## src/rtl/teclado_matricial_if.sv

```systemverilog
// Digit-buffer link between the keypad scanner and its consumers.
// The master side produces the buffer and strobe; teclado_en flows back from the consumer.
interface teclado_matricial_if;
  logic        teclado_en;
  logic [79:0] digitos_value;
  logic        digitos_valid;

  modport master (
    input  teclado_en,
    output digitos_value,
    output digitos_valid
  );

  modport slave (
    output teclado_en,
    input  digitos_value,
    input  digitos_valid
  );
endinterface

```

## src/rtl/teclado_matricial.sv

```systemverilog
// 4x4 keypad scanner: synchronises, debounces and maps keys into a nibble shift buffer.
// Optional buffer inactivity timeout is enabled by defining TECLADO_TIMEOUT_EN.
module teclado_matricial #(
  parameter int SCAN_DIV        = 1000,
  parameter int DEBOUNCE_CYCLES = 20000,
  parameter int NUM_DIGITS      = 20
`ifdef TECLADO_TIMEOUT_EN
  , parameter int TIMEOUT_CYCLES = 250_000_000
`endif
) (
  input  logic                clk,
  input  logic                rst,
  input  logic [3:0]          row_i,
  output logic [3:0]          col_o,
  teclado_matricial_if.master bus
);

  localparam int VW  = 4 * NUM_DIGITS;
  localparam int SCW = $clog2(SCAN_DIV + 1);
  localparam int DCW = $clog2(DEBOUNCE_CYCLES + 1);

  typedef enum logic [1:0] {
    ST_SCAN     = 2'd0,
    ST_DEBOUNCE = 2'd1,
    ST_REPORT   = 2'd2,
    ST_RELEASE  = 2'd3
  } state_t;

  state_t          state_q;
  logic [3:0]      row_meta_q;
  logic [3:0]      rs_q;
  logic [3:0]      col_q;
  logic [3:0]      row_lat_q;
  logic [SCW-1:0]  scan_cnt_q;
  logic [DCW-1:0]  deb_cnt_q;
  logic [VW-1:0]   digits_q;
  logic [VW-1:0]   digits_d;
  logic            valid_q;
  logic            clr_pend_q;
  logic [4:0]      key_entry;
  logic            timeout_hit;

  // Index of the single low bit in an active-low one-hot nibble.
  function automatic logic [1:0] low_index(input logic [3:0] v);
    case (v)
      4'b1110: low_index = 2'd0;
      4'b1101: low_index = 2'd1;
      4'b1011: low_index = 2'd2;
      4'b0111: low_index = 2'd3;
      default: low_index = 2'd0;
    endcase
  endfunction

  function automatic logic one_low(input logic [3:0] v);
    case (v)
      4'b1110, 4'b1101, 4'b1011, 4'b0111: one_low = 1'b1;
      default:                            one_low = 1'b0;
    endcase
  endfunction

  // {reportable, code}; the letter column yields a non-reportable entry.
  function automatic logic [4:0] key_lookup(input logic [1:0] r, input logic [1:0] c);
    case ({r, c})
      4'b00_00: key_lookup = {1'b1, 4'h1};
      4'b00_01: key_lookup = {1'b1, 4'h2};
      4'b00_10: key_lookup = {1'b1, 4'h3};
      4'b01_00: key_lookup = {1'b1, 4'h4};
      4'b01_01: key_lookup = {1'b1, 4'h5};
      4'b01_10: key_lookup = {1'b1, 4'h6};
      4'b10_00: key_lookup = {1'b1, 4'h7};
      4'b10_01: key_lookup = {1'b1, 4'h8};
      4'b10_10: key_lookup = {1'b1, 4'h9};
      4'b11_00: key_lookup = {1'b1, 4'hA};
      4'b11_01: key_lookup = {1'b1, 4'h0};
      4'b11_10: key_lookup = {1'b1, 4'hB};
      default:  key_lookup = {1'b0, 4'hF};
    endcase
  endfunction

  // Key decode from the latched row and frozen column, plus the shifted buffer.
  always_comb begin
    key_entry = key_lookup(low_index(row_lat_q), low_index(col_q));
    digits_d  = {digits_q[VW-5:0], key_entry[3:0]};
  end

  // Two-flop synchroniser for the asynchronous row lines.
  always_ff @(posedge clk or negedge rst) begin
    if (!rst) begin
      row_meta_q <= 4'hF;
      rs_q       <= 4'hF;
    end else begin
      row_meta_q <= row_i;
      rs_q       <= row_meta_q;
    end
  end

  // Scan / debounce / report / release state machine.
  always_ff @(posedge clk or negedge rst) begin
    if (!rst) begin
      state_q    <= ST_SCAN;
      col_q      <= 4'b1110;
      row_lat_q  <= 4'hF;
      scan_cnt_q <= '0;
      deb_cnt_q  <= '0;
    end else if (!bus.teclado_en) begin
      state_q    <= ST_SCAN;
      scan_cnt_q <= '0;
      deb_cnt_q  <= '0;
    end else begin
      case (state_q)
        ST_SCAN: begin
          if (rs_q != 4'hF) begin
            row_lat_q <= rs_q;
            deb_cnt_q <= DCW'(1);
            state_q   <= ST_DEBOUNCE;
          end else if (scan_cnt_q >= SCW'(SCAN_DIV - 1)) begin
            scan_cnt_q <= '0;
            col_q      <= {col_q[2:0], col_q[3]};
          end else begin
            scan_cnt_q <= scan_cnt_q + SCW'(1);
          end
        end
        ST_DEBOUNCE: begin
          if (rs_q != row_lat_q) begin
            deb_cnt_q <= '0;
            state_q   <= ST_SCAN;
          end else if (deb_cnt_q >= DCW'(DEBOUNCE_CYCLES - 1)) begin
            deb_cnt_q <= '0;
            state_q   <= (one_low(row_lat_q) && key_entry[4]) ? ST_REPORT : ST_RELEASE;
          end else begin
            deb_cnt_q <= deb_cnt_q + DCW'(1);
          end
        end
        ST_REPORT: begin
          deb_cnt_q <= '0;
          state_q   <= ST_RELEASE;
        end
        ST_RELEASE: begin
          if (rs_q != 4'hF) begin
            deb_cnt_q <= '0;
          end else if (deb_cnt_q >= DCW'(DEBOUNCE_CYCLES - 1)) begin
            deb_cnt_q  <= '0;
            scan_cnt_q <= '0;
            state_q    <= ST_SCAN;
          end else begin
            deb_cnt_q <= deb_cnt_q + DCW'(1);
          end
        end
        default: begin
          deb_cnt_q  <= '0;
          scan_cnt_q <= '0;
          state_q    <= ST_SCAN;
        end
      endcase
    end
  end

  // Digit buffer and strobe; a terminator key empties the buffer one cycle after its strobe.
  always_ff @(posedge clk or negedge rst) begin
    if (!rst) begin
      digits_q   <= {VW{1'b1}};
      valid_q    <= 1'b0;
      clr_pend_q <= 1'b0;
    end else if (!bus.teclado_en) begin
      digits_q   <= {VW{1'b1}};
      valid_q    <= 1'b0;
      clr_pend_q <= 1'b0;
    end else if (state_q == ST_REPORT) begin
      digits_q   <= digits_d;
      valid_q    <= 1'b1;
      clr_pend_q <= (key_entry[3:0] == 4'hA) || (key_entry[3:0] == 4'hB);
    end else begin
      valid_q    <= 1'b0;
      clr_pend_q <= 1'b0;
      if (clr_pend_q || timeout_hit) begin
        digits_q <= {VW{1'b1}};
      end else begin
        digits_q <= digits_q;
      end
    end
  end

`ifdef TECLADO_TIMEOUT_EN
  localparam int TW = $clog2(TIMEOUT_CYCLES + 1);
  logic [TW-1:0] to_cnt_q;
  logic          buf_busy;

  assign buf_busy    = (digits_q != {VW{1'b1}});
  assign timeout_hit = bus.teclado_en && buf_busy && (state_q != ST_REPORT)
                       && (to_cnt_q >= TW'(TIMEOUT_CYCLES - 1));

  // Inactivity counter: restarts on each report, when disabled, or when the buffer is empty.
  always_ff @(posedge clk or negedge rst) begin
    if (!rst) begin
      to_cnt_q <= '0;
    end else if (!bus.teclado_en || (state_q == ST_REPORT) || !buf_busy || timeout_hit) begin
      to_cnt_q <= '0;
    end else begin
      to_cnt_q <= to_cnt_q + TW'(1);
    end
  end
`else
  assign timeout_hit = 1'b0;
`endif

  assign col_o             = col_q;
  assign bus.digitos_value = digits_q;
  assign bus.digitos_valid = valid_q;

endmodule
```

## src/flat_wrapper.sv

```systemverilog
// flat-port wrapper written by rule: the top's interface ports become plain ports
module teclado_matricial_flat 
#(
  parameter int SCAN_DIV        = 1000,
  parameter int DEBOUNCE_CYCLES = 20000,
  parameter int NUM_DIGITS      = 20

)
  (clk, rst, row_i, col_o, bus_teclado_en, bus_digitos_value, bus_digitos_valid);
  teclado_matricial_if bus_i ();
  input  logic clk;
  input  logic rst;
  input  logic [3:0] row_i;
  output logic [3:0] col_o;
  input wire logic [$bits(bus_i.teclado_en)-1:0] bus_teclado_en;
  output wire logic [$bits(bus_i.digitos_value)-1:0] bus_digitos_value;
  output wire logic [$bits(bus_i.digitos_valid)-1:0] bus_digitos_valid;
  assign bus_i.teclado_en = bus_teclado_en;
  assign bus_digitos_value = bus_i.digitos_value;
  assign bus_digitos_valid = bus_i.digitos_valid;
  teclado_matricial #(.SCAN_DIV(SCAN_DIV), .DEBOUNCE_CYCLES(DEBOUNCE_CYCLES), .NUM_DIGITS(NUM_DIGITS)) u_core (.clk(clk), .rst(rst), .row_i(row_i), .col_o(col_o), .bus(bus_i));
endmodule
```

## config.mk

```make
export PLATFORM = sky130hd
export DESIGN_NAME = teclado_matricial_flat
export DESIGN_NICKNAME = d
export VERILOG_FILES = /design/src/rtl/teclado_matricial_if.sv /design/src/rtl/teclado_matricial.sv /design/src/flat_wrapper.sv
export SDC_FILE = /design/constraint.sdc
export NUM_CORES = 1
export LEC_CHECK = 0
export ABC_AREA = 1
export CAP_MARGIN = 0
export CORE_AREA = 2 2 103 105
export DETAILED_ROUTE_END_ITERATION = 10
export DIE_AREA = 0 0 105 107
export PLACE_DENSITY = 0.93
export SYNTH_ARGS = -nofsm -noshare
export SYNTH_HDL_FRONTEND = slang
export SYNTH_SLANG_ARGS = --single-unit
```

## constraint.sdc

```tcl
create_clock -name clk -period 3.1 [get_ports clk]
set_input_delay 0.465 -clock clk [delete_from_list [all_inputs] [get_ports clk]]
set_output_delay 0.465 -clock clk [all_outputs]
set_load 0.1 [all_outputs]
```

==> results.json <==
{
  "hold_class": "in2async",
  "hold_viol": 0,
  "yosysWarnings": 0,
  "design.core.area_um2": 10100,
  "row_count": 37,
  "cp.arrival_ns": 2.57,
  "ys_ff_latch": 125,
  "slew_headroom_pct": 44.4,
  "diodes": 0,
  "critical_path_class": "reg2reg",
  "antenna_found_initial": 0,
  "syn_to_final_growth_pct": 24.4,
  "synthCells": 619,
  "dieWidth_um": 105,
  "cts_tree": "yes",
  "drv_slew": 0,
  "firstDrtPassIters": 5,
  "syn_nets": 633,
  "post-dp-hpwl_um": 9010,
  "timing.critical_path.buf_inv": 3,
  "final.setup.tns_ns": 0,
  "cpPeakStageDelay_ns": 0.59,
  "worstPathCellList": "nand4_1 -> nand2_1 -> inv_1 -> ha_1 -> inv_1 -> o21bai_1 -> inv_1 -> o21ai_1 -> nand2_1 -> nor2_1",
  "ctsHoldBuffers": 0,
  "drt-total-wl_um": 14400,
  "final_core_util_pct": 70.9,
  "cts_setup_buffers": 0,
  "vias": 4795,
  "final-setup-viol-count": 0,
  "endpoint_kind": "register",
  "clkTransAtPathRegs_ns": 0.06,
  "start_kind": "register",
  "drtAntennaViolNets": 0,
  "worstPathMaxFanout": 6,
  "die_area_um2": 11200,
  "syn_area_um2": 5750,
  "grt_pass1_wl_um": 23400,
  "grtUsageTotal_pct": 26.7,
  "status": "completed",
  "min_period_ns": 2.13,
  "drtIter0Drc": 383,
  "gp_congestion": 0.921,
  "crit_top_cell": "inv_1",
  "n_fill_cell": 663,
  "cts_root_buffer": "clkbuf_8",
  "grt_overflow": 0,
  "power_mw": 4.01,
  "grt_pass1_vias": 4746,
  "post_synth_num_cell_types": 39,
  "cts.sinks": 125,
  "die_y_um": 107,
  "cap_violations": 0,
  "routed_via_density": 5.56,
  "rsz0062_at_grt": "no",
  "routedWlPerCell_um": 16.7,
  "ir_worst_vdd_v": 0.000376,
  "drive_gt1_share_pct": 36.2,
  "clock_path_buffers": 2,
  "powerDensity_nw_per_um2": 561,
  "finClkSkew_ns": 0.0154,
  "fin_nets": 727,
  "leakage_nw": 2.94,
  "grt_start_max_net_pins": 77,
  "cp_slowest_cell": "dfstp_2",
  "worst_pin_slew_ns": 0.835,
  "period_share_pct": 68.8,
  "cts_resized": 0,
  "timing.fmax_mhz": 469,
  "start_util_pct": 57.0,
  "seq_area_frac_synth_pct": 56.4,
  "clock_latency_ns": 0.53,
  "syn_avg_cell_area_um2": 9.30,
  "cp_top_family": "simple AND/OR/NAND/NOR gates",
  "io_pins": 92,
  "io_buffers": 91,
  "drc": 0,
  "cp.required_ns": 3.54,
  "htree_levels": 4,
  "numCtsBuffers": 17
}
[synth_stat cells]
master / number / area share [%]
o21ai_1: 2 / 0.17
or2_1: 1 / 0.11
clkbuf_1: 11 / 0.72
inv_4: 1 / 0.11
buf_6: 1 / 0.20
nand4_1: 10 / 1.1
buf_4: 2 / 0.26
inv_1: 122 / 8.0
or2_2: 1 / 0.11
nand3_1: 17 / 1.5
nand2_1: 97 / 6.3
nor3_1: 9 / 0.78
nand2_2: 5 / 0.54
nand2_4: 2 / 0.39
or2_0: 1 / 0.11
a21boi_1: 1 / 0.13
a21oi_1: 9 / 0.78
inv_2: 6 / 0.39
o21ai_2: 8 / 1.2
nor2_4: 1 / 0.20
nor3_2: 1 / 0.17
clkinv_1: 1 / 0.065
nand3_2: 3 / 0.52
nor2_1: 39 / 2.5
dfrtp_1: 30 / 13
a21oi_2: 9 / 1.4
xnor2_1: 1 / 0.15
o22ai_1: 78 / 8.5
nor2_2: 7 / 0.76
a31oi_1: 1 / 0.11
nand4_4: 1 / 0.37
buf_12: 1 / 0.35
ha_1: 7 / 1.5
dfstp_2: 95 / 43
xor2_1: 8 / 1.2
buf_2: 5 / 0.43
o21bai_1: 1 / 0.13
nand3_4: 1 / 0.30
o21ai_0: 23 / 2.0
[per-layer routing]
metal  part of all wire, %  track usage [%]  vias up
met4                   3.3             13.6        0
met2                    52             45.3      240
met1                    39             31.8     2301
met5                     0                0        -
met3                   6.3             6.14       52
li1                      -                -     2202
[flip-flops by register name, indices dropped and copies added (netlist names)]
name / flops
u_core.bus.digitos_value: 80
u_core.deb_cnt_q: 15
u_core.state_q: 2
u_core.rs_q: 4
u_core.row_meta_q: 4
u_core.clr_pend_q: 1
u_core.row_lat_q: 4
u_core.col_o: 4
u_core.scan_cnt_q: 10
u_core.bus.digitos_valid: 1
[cell families (layout without fill, tap and decap cells)]
kind of cell	Yosys count	after routing	synth area share, %
AOI/OAI and AO/OA	132	132	14.4
xor gates and xnor gates	9	9	1.37
adders and majority gates	7	7	1.52
buffers and inverters	150	257	10.5
DFF	125	125	56.4
and+or+nand+nor	196	196	15.8
[cells in the final DEF (no fill, tap or decap), types with 7 or more instances in the layout]
master     count
nand4_1       10
nor2_1        39
o21ai_2        8
nand3_1       17
nor2_2         7
xor2_1         8
clkbuf_16     17
a21oi_2        9
o21ai_0       23
dfrtp_1       30
dfstp_2       95
buf_4         88
inv_1        122
o22ai_1       78
ha_1           7
a21oi_1        9
nand2_1       96
nor3_1         9
[report_power, final]
part	internal (mW)	switching [mW]	total (mW)
clock	1.21	0.779	1.99
sequential	1.69	0.0462	1.73
combinational	0.0777	0.211	0.288
total	2.98	1.04	4.01
[cell type report]
type	instances	area, um^2	area share (%)
Sequential cell	125	3250	45.4
Multi-Input combinational cell	344	1910	26.6
Timing Repair Buffer	95	751	10.5
Inverter	130	490	6.85
Clock buffer	19	443	6.19
Tap cell	136	170	2.38
Clock inverter	13	151	2.11
[path summary, 6_finish.rpt]
path,depth (start not counted),endpoint,start,slack (ns)
max reg2reg,10,u_core.clr_pend_q,u_core.col_o[1],0.97
min,1,u_core.deb_cnt_q[2],rst,0.04
max,10,u_core.clr_pend_q,u_core.col_o[1],0.97
max in group asynchronous,2,u_core.row_lat_q[1],rst,2.21
min in group clk,1,u_core.row_meta_q[3],row_i[3],0.34
min reg2reg,0,u_core.rs_q[3],u_core.row_meta_q[3],0.36
[stage by stage]
step	std cells	instance area, um^2	setup WS (ns)	hold slack (ns)
after CTS	862	7160	1.06	0.0707
final	862	7160	0.966	0.0394
after global routing	862	7160	0.828	0.111
after floorplan	619	5750	0.950	0.169
after global placement	830	6570	0.725	0.347
after detailed placement	830	6570	0.566	0.350
Power figures use the tool's default switching activity.
